## src/rtl/mprj_io_pkg.sv

```systemverilog
// mprj_io_pkg: shared definitions for the user-project pad controller.
//   CFG_W         width of one pad's configuration word
//   CFG_*         field positions inside a pad configuration word
//   CFG_RST       per-pad configuration after reset
//   cfg_state_e   serial-loader FSM states
package mprj_io_pkg;

    localparam int CFG_W       = 6;
    localparam int CFG_MGMT_EN = 0;
    localparam int CFG_OEB     = 1;
    localparam int CFG_INP_DIS = 2;
    localparam int CFG_DM_LO   = 3;
    localparam int CFG_DM_HI   = 5;

    // Management-owned, output disabled, input enabled, dm = 001.
    localparam logic [CFG_W-1:0] CFG_RST = 6'h0B;

    typedef enum logic [1:0] {
        ST_IDLE  = 2'd0,   // no bits collected since last load/capture/reset
        ST_SHIFT = 2'd1,   // partial stream in the shadow register
        ST_FULL  = 2'd2    // at least TOTAL_BITS bits collected
    } cfg_state_e;

endpackage

```

## src/rtl/mprj_io_sync2.sv

```systemverilog
// mprj_io_sync2: W-bit two-flop synchronizer, asynchronous active-high reset to 0.
//   i_clk  clock of the destination domain
//   i_rst  asynchronous active-high reset
//   i_d    asynchronous input bus
//   o_q    synchronized bus, two cycles of latency
module mprj_io_sync2 #(
    parameter int W = 1
) (
    input  logic         i_clk,
    input  logic         i_rst,
    input  logic [W-1:0] i_d,
    output logic [W-1:0] o_q
);

    logic [W-1:0] r_meta;
    logic [W-1:0] r_sync;

    always_ff @(posedge i_clk or posedge i_rst) begin
        if (i_rst) begin
            r_meta <= '0;
            r_sync <= '0;
        end else begin
            r_meta <= i_d;
            r_sync <= r_meta;
        end
    end

    assign o_q = r_sync;

endmodule

```

## src/rtl/mprj_io_pad_ctrl.sv

```systemverilog
// mprj_io_pad_ctrl: core-side controller for the user-project pad array.
// A 6-bit config per pad is shifted into a shadow register over a serial
// chain and committed to the active config with ser_load once the full
// stream (6*TOTAL_PADS bits) has arrived. The active config drives the pad
// ring's io_out/oeb/inp_dis/dm buses and selects management or user sources.
//
// Optional feature macro: MPRJ_IO_PAD_CTRL_READBACK_EN adds ser_capture,
// which copies the active config into the shadow register for shift-out.
//
// Ports:
//   clock, reset                   clock / async active-high reset
//   ser_data_in, ser_shift         serial config bit and shift enable
//   ser_load                       commit shadow -> active (only when FULL)
//   ser_capture                    active -> shadow (readback builds only)
//   ser_data_out                   shadow MSB (chain out / readback)
//   cfg_busy                       high while in SHIFT
//   cfg_applied, area1_cfg_applied load-success pulses
//   cfg_err                        load-rejected pulse
//   mgmt_gpio_out/oeb, user_io_out/oeb   output sources
//   mgmt_gpio_in                   io_in synchronized (2 cycles)
//   user_io_in                     io_in passthrough
//   io_in, io_out, oeb, inp_dis, dm      pad ring interface
module mprj_io_pad_ctrl
    import mprj_io_pkg::*;
#(
    parameter int TOTAL_PADS = 38,
    parameter int AREA1PADS  = 19
) (
    input  logic                    clock,
    input  logic                    reset,
    input  logic                    ser_data_in,
    input  logic                    ser_shift,
    input  logic                    ser_load,
`ifdef MPRJ_IO_PAD_CTRL_READBACK_EN
    input  logic                    ser_capture,
`endif
    output logic                    ser_data_out,
    output logic                    cfg_busy,
    output logic                    cfg_applied,
    output logic                    area1_cfg_applied,
    output logic                    cfg_err,
    input  logic [TOTAL_PADS-1:0]   mgmt_gpio_out,
    input  logic [TOTAL_PADS-1:0]   mgmt_gpio_oeb,
    input  logic [TOTAL_PADS-1:0]   user_io_out,
    input  logic [TOTAL_PADS-1:0]   user_io_oeb,
    output logic [TOTAL_PADS-1:0]   mgmt_gpio_in,
    output logic [TOTAL_PADS-1:0]   user_io_in,
    input  logic [TOTAL_PADS-1:0]   io_in,
    output logic [TOTAL_PADS-1:0]   io_out,
    output logic [TOTAL_PADS-1:0]   oeb,
    output logic [TOTAL_PADS-1:0]   inp_dis,
    output logic [3*TOTAL_PADS-1:0] dm
);

    localparam int                TOTAL_BITS = CFG_W * TOTAL_PADS;
    localparam int                CNT_W      = $clog2(TOTAL_BITS + 1);
    localparam logic [CNT_W-1:0]  CNT_MAX    = CNT_W'(TOTAL_BITS);

    // Shadow and active config share the packing: pad i at bits [6i+5:6i].
    logic [TOTAL_BITS-1:0]               r_shadow;
    logic [TOTAL_PADS-1:0][CFG_W-1:0]    r_cfg;
    logic [TOTAL_PADS-1:0][CFG_W-1:0]    w_shadow_cfg;
    logic [CNT_W-1:0]                    r_count;
    cfg_state_e                          r_state;

    logic                                r_applied;
    logic                                r_area1_applied;
    logic                                r_err;

    logic                                w_capture;
    cfg_state_e                          w_nxt_state;
    logic [CNT_W-1:0]                    w_nxt_count;
    logic                                w_load_ok;
    logic                                w_load_err;
    logic                                w_do_shift;
    logic                                w_do_capture;
    logic                                w_area1_diff;

`ifdef MPRJ_IO_PAD_CTRL_READBACK_EN
    assign w_capture = ser_capture;
`else
    assign w_capture = 1'b0;
`endif

    assign w_shadow_cfg = r_shadow;
    assign w_area1_diff = (w_shadow_cfg[AREA1PADS-1:0] != r_cfg[AREA1PADS-1:0]);

    // ---------------------------------------------------------------
    // Loader FSM. Priority: load > capture > shift. A load always clears
    // the count, so a shift bit arriving with it is discarded.
    // ---------------------------------------------------------------
    always_comb begin
        w_nxt_state  = r_state;
        w_nxt_count  = r_count;
        w_load_ok    = 1'b0;
        w_load_err   = 1'b0;
        w_do_shift   = 1'b0;
        w_do_capture = 1'b0;
        if (ser_load) begin
            if (r_state == ST_FULL) w_load_ok  = 1'b1;
            else                    w_load_err = 1'b1;
            w_nxt_count = '0;
            w_nxt_state = ST_IDLE;
        end else if (w_capture) begin
            w_do_capture = 1'b1;
            w_nxt_count  = '0;
            w_nxt_state  = ST_IDLE;
        end else if (ser_shift) begin
            w_do_shift = 1'b1;
            // Count saturates; extra shifts keep the most recent TOTAL_BITS bits.
            if (r_count != CNT_MAX) w_nxt_count = r_count + 1'b1;
            w_nxt_state = (w_nxt_count == CNT_MAX) ? ST_FULL : ST_SHIFT;
        end
    end

    always_ff @(posedge clock or posedge reset) begin
        if (reset) begin
            r_state <= ST_IDLE;
            r_count <= '0;
        end else begin
            r_state <= w_nxt_state;
            r_count <= w_nxt_count;
        end
    end

    // Shadow register, active config and status pulses.
    always_ff @(posedge clock or posedge reset) begin
        if (reset) begin
            r_shadow        <= '0;
            r_cfg           <= {TOTAL_PADS{CFG_RST}};
            r_applied       <= 1'b0;
            r_area1_applied <= 1'b0;
            r_err           <= 1'b0;
        end else begin
            r_applied       <= w_load_ok;
            r_area1_applied <= w_load_ok & w_area1_diff;
            r_err           <= w_load_err;
            if (w_load_ok)
                r_cfg <= w_shadow_cfg;
            if (w_do_capture)
                r_shadow <= r_cfg;
            else if (w_do_shift)
                r_shadow <= {r_shadow[TOTAL_BITS-2:0], ser_data_in};
        end
    end

    assign ser_data_out      = r_shadow[TOTAL_BITS-1];
    assign cfg_busy          = (r_state == ST_SHIFT);
    assign cfg_applied       = r_applied;
    assign area1_cfg_applied = r_area1_applied;
    assign cfg_err           = r_err;

    // ---------------------------------------------------------------
    // Per-pad output mux: config's oeb bit can force the pad off
    // regardless of which source owns it.
    // ---------------------------------------------------------------
    for (genvar i = 0; i < TOTAL_PADS; i++) begin : g_pad
        always_comb begin
            if (r_cfg[i][CFG_MGMT_EN]) begin
                io_out[i] = mgmt_gpio_out[i];
                oeb[i]    = mgmt_gpio_oeb[i] | r_cfg[i][CFG_OEB];
            end else begin
                io_out[i] = user_io_out[i];
                oeb[i]    = user_io_oeb[i] | r_cfg[i][CFG_OEB];
            end
        end
        assign inp_dis[i]     = r_cfg[i][CFG_INP_DIS];
        assign dm[3*i +: 3]   = r_cfg[i][CFG_DM_HI:CFG_DM_LO];
    end

    // Pad inputs back to the management domain.
    mprj_io_sync2 #(
        .W (TOTAL_PADS)
    ) u_sync_in (
        .i_clk (clock),
        .i_rst (reset),
        .i_d   (io_in),
        .o_q   (mgmt_gpio_in)
    );

    assign user_io_in = io_in;

endmodule

```

## config.mk

```make
export PLATFORM = sky130hd
export DESIGN_NAME = mprj_io_pad_ctrl
export DESIGN_NICKNAME = d
export VERILOG_FILES = /design/src/rtl/mprj_io_pkg.sv /design/src/rtl/mprj_io_sync2.sv /design/src/rtl/mprj_io_pad_ctrl.sv
export SDC_FILE = /design/constraint.sdc
export NUM_CORES = 1
export LEC_CHECK = 0
export BUFFER_PORTS_ARGS = -buffer_cell sky130_fd_sc_hd__buf_2
export CORE_MARGIN = 10
export CORE_UTILIZATION = 50
export CTS_CLUSTER_DIAMETER = 80
export DETAILED_ROUTE_END_ITERATION = 10
export PLACE_DENSITY = 0.74
export SYNTH_ARGS = -nofsm -noshare
export SYNTH_HDL_FRONTEND = slang
export SYNTH_SLANG_ARGS = --single-unit
```

## constraint.sdc

```tcl
create_clock -name clock -period 39.7 [get_ports clock]
set_input_delay 7.94 -clock clock [delete_from_list [all_inputs] [get_ports clock]]
set_output_delay 7.94 -clock clock [all_outputs]
set_load 0.05 [all_outputs]
```

==> impl_summary.log <==
[metrics] pwr/cell area: 46.8 nW/um^2
[metrics] Core Area: 46400 um^2
[metrics] worst reg2reg endpoint: inp_dis[24]$_DFFE_PP0P_
[metrics] post-route insts no fill: 3012
[metrics] total CTS buffers: 55
[metrics] cts-stage hold buffer count: 0
[metrics] dpl cell area: 24900 um^2
[metrics] start point of the worst min-delay path: u_sync_in.r_meta[9]$_DFF_PP0_
[metrics] largest net degree at the start of global routing: 197
[metrics] estimated wirelength of the detail-placed design: 42900 um
[metrics] share of post-route cells with drive strength above 1: 38.8%
[metrics] Setup-failing EPs final: 0
[metrics] maximum buffer depth of the clock tree: 3
[metrics] crit start category: input port
[metrics] Avg Vias per Cell: 5.11
[metrics] clock latency on the worst-skew pair: 0.59 ns
[metrics] max_cap viols: 0
[metrics] clock tree from TritonCTS: yes
[metrics] summed instance area of the synthesized netlist: 23300 um^2
[metrics] area of the die: 55700 um^2
[metrics] number of distinct library cells after synthesis: 43
[metrics] Max Freq: 0.0600 GHz
[metrics] remaining antenna violation count after routing: 0
[metrics] FF-to-FF setup slack: 36.76 ns
[metrics] effective utilization at floorplan: 50.3%
[metrics] final clock period utilization by the worst path: 42.0%
[metrics] setup repair after global routing missed its margin: no
[metrics] final worst hold slack: 0.346 ns
[metrics] Final #Nets: 2557
[metrics] Total Wirelength: 60100 um
[metrics] syn avg cell area: 11.3 um^2
[metrics] global-route wire length before repair: 93200 um
[metrics] area delta synth->final: 15.4%
[metrics] number of diodes added for antenna fixing: 0
[metrics] initial antenna violation count: 1
[metrics] reg-to-reg critical path startpoint: r_state[0]$_DFFE_PP0P_
[metrics] FF+latch count, synth: 545
[metrics] post-route setup TNS: 0 ns
[metrics] detailed-route DRC error count: 0
[metrics] Yosys warning count: 0
[metrics] detailed-route via count: 15400
[metrics] worst-case vdd ir drop: 0.0586 mV
[metrics] final-layout fill cell count: 3754
[metrics] number of placement rows: 79
[metrics] count of cells along the worst register-to-register path: 6
[metrics] worst hold path depth: 0
[metrics] synthesized instance count: 2061
[metrics] largest driver fanout on the critical path: 1
[metrics] Reg area: 13800 um^2
[metrics] CTS HTree Levels: 2
[metrics] terminating pin of the worst hold path: u_sync_in.o_q[9]$_DFF_PP0_
[metrics] final critical delay including setup and external delays: 16.67 ns
[metrics] routed wirelength normalized by instance count: 20.0 um
[metrics] via count of the first global-routing pass: 16300
[metrics] vertical die dimension: 236 um
[metrics] Starting DRT DRC Count: 915
[metrics] number of endpoints with negative hold slack in the final report: 0
[metrics] sequential element share of the synthesized area: 59.1%
[metrics] number of enable-type register cells in the synthesized netlist: 0
[metrics] Setup crit end kind: output port
[metrics] GRT Util Overall: 21.0%
[metrics] endpoint arrival time on the critical path: 8.73 ns
[metrics] total placed cells including tap cells: 2910
[metrics] register clock-pin slew on the reported worst setup and hold paths: 0.06 ns
[metrics] post-cts sizing count: 0
[metrics] proportion of register bits with asynchronous set or reset after synthesis: 100%
[metrics] clock net sink count: 545
[metrics] final worst clock skew: 0.0164 ns
[metrics] footprint of the multi-input gates: 7740 um^2
[metrics] first-pass iteration count of the detailed router: 6
[metrics] Die Span X: 236 um
[metrics] count of pins over their slew limit: 0
[metrics] count of buffers added by post-CTS timing repair for setup: 0
[metrics] post-route cell area: 26900 um^2
[metrics] outcome: completed
[metrics] final global-route overflow total: 0
[metrics] global placement routability congestion: 0.855
[metrics] total nets after synthesis: 2258
[metrics] Leak: 15.1 nW
[metrics] worst path required time: 31.76 ns
[metrics] Root Buffer: sky130_fd_sc_hd__clkbuf_16
[metrics] Worst Max-Slew Pin Slew: 1.15 ns
[metrics] worst slew margin relative to its limit: 23.6%
[metrics] primary flip-flop cell chosen by synthesis mapping: sky130_fd_sc_hd__dfrtp_1
[metrics] type of the worst setup path: input port to output port
[metrics] IO Count: 504
[metrics] type of the most critical hold path: flip-flop to flip-flop
[metrics] count of buffers inserted at the top-level ports: 503
==> critical path: stages <==
cell                      delay, ns
sky130_fd_sc_hd__buf_2         0.09
sky130_fd_sc_hd__nor2b_1       0.12
sky130_fd_sc_hd__a211o_1       0.32
sky130_fd_sc_hd__buf_2         0.25
==> how the worst max path moves through the flow <==
| stage | from | end | slack (ns) | cells past startpoint |
|---|---|---|---|---|
| 3_3_place_gp | user_io_oeb[6] | oeb[6] | 23.03 | 4 |
| 5_1_grt | user_io_oeb[6] | oeb[6] | 23.03 | 4 |
| 4_1_cts | user_io_oeb[6] | oeb[6] | 23.03 | 4 |
| 3_5_place_dp | user_io_oeb[6] | oeb[6] | 23.03 | 4 |
| 6_report | user_io_oeb[6] | oeb[6] | 23.03 | 4 |
| 2_1_floorplan | reset | area1_cfg_applied$_DFF_PP0_ | 16.71 | 1 |
==> routing by layer <==
metal | global-route usage (%) | vias to the layer above | part of all wire, %
li1 | - | 7106 | -
met2 | 36.0 | 467 | 50
met4 | 7.75 | 0 | 3.4
met3 | 5.78 | 106 | 7.4
met1 | 24.7 | 7712 | 39
met5 | 0 | - | 0
==> cells in the mapped netlist, types with 13 or more instances <==
library cell / number / area share [%]
sky130_fd_sc_hd__a211o_1: 37 / 1.4
sky130_fd_sc_hd__buf_2: 17 / 0.36
sky130_fd_sc_hd__buf_4: 191 / 6.1
sky130_fd_sc_hd__clkbuf_1: 55 / 0.89
sky130_fd_sc_hd__dfrtp_1: 431 / 46
sky130_fd_sc_hd__dfstp_2: 114 / 13
sky130_fd_sc_hd__mux2_1: 56 / 2.7
sky130_fd_sc_hd__mux2_2: 205 / 9.9
sky130_fd_sc_hd__nand2_1: 681 / 11
sky130_fd_sc_hd__nor2_1: 13 / 0.21
sky130_fd_sc_hd__nor2b_1: 40 / 1.1
sky130_fd_sc_hd__nor4_1: 27 / 0.72
sky130_fd_sc_hd__xor2_1: 110 / 4.1
==> cells in the final DEF (no fill, tap or decap), drive strengths merged <==
cell | Yosys | final
nand2 | 681 | 681
buf | 215 | 513
dfrtp | 431 | 431
mux2 | 261 | 261
dfstp | 114 | 114
xor2 | 110 | 110
clkbuf | 56 | 82
nor2b | 40 | 40
a211o | 37 | 37
nor4 | 27 | 27
inv | 12 | 15
nor2 | 13 | 13
o21ai | 13 | 13
nand4 | 10 | 10
bufinv | 0 | 8
xnor2 | 7 | 7
clkinv | 0 | 7
nand3 | 6 | 6
nor3 | 4 | 4
a21oi | 3 | 3
o22ai | 3 | 3
mux2i | 2 | 2
ha | 2 | 2
clkinvlp | 0 | 2
a2111oi | 2 | 2
or4 | 2 | 2
and3 | 2 | 2
nand2b | 2 | 2
a22o | 1 | 1
a221o | 1 | 1
a31oi | 1 | 1
a21boi | 1 | 1
nand4b | 1 | 1
o21ba | 1 | 1
==> flip-flops by register name, summed over array words and instances, names as in the netlist <==
signal,flops
cfg_err,1
u_sync_in.o_q,38
u_sync_in.r_meta,38
r_count,8
r_shadow,228
inp_dis,38
r_state,2
cfg_applied,1
area1_cfg_applied,1
r_cfg,76
dm,114
==> cells by family after synthesis <==
| kind of cell | after synthesis | synth area share [%] |
|---|---|---|
| buffers and inverters | 283 | 7.84 |
| muxes | 263 | 12.7 |
| AOI/OAI and AO/OA | 63 | 2.15 |
| xor gates and xnor gates | 117 | 4.39 |
| DFF | 545 | 59.1 |
| adders and majority gates | 2 | 0.107 |
| and+or+nand+nor | 788 | 13.7 |
==> per-stage QoR <==
stage                     util, %  worst slack (ns)  power, mW
after global routing         58.0             23.03       1.30
after floorplan                 -             16.71      0.674
after global placement       53.8             23.03      0.710
after detailed placement     53.8             23.03      0.713
after CTS                    58.0             23.03       1.27
final                        58.0             23.03       1.26
==> where the power goes <==
part	switching (mW)	leakage [nW]	total, mW	internal [mW]
Sequential	0.0161	6.99	0.589	0.573
Clock	0.219	0.966	0.558	0.339
Combinational	0.0756	7.19	0.114	0.0381
Total	0.310	15.1	1.26	0.950
==> area by class of cell <==
type,count,share of cell area [%]
flip-flops and latches,545,51.2
multi-input cells,1233,28.8
repair buffers,513,9.68
clock buffers,82,6.12
well taps,607,2.82
clock inverters,20,1.19
inverters,12,0.214
Power figures use the tool's default switching activity.
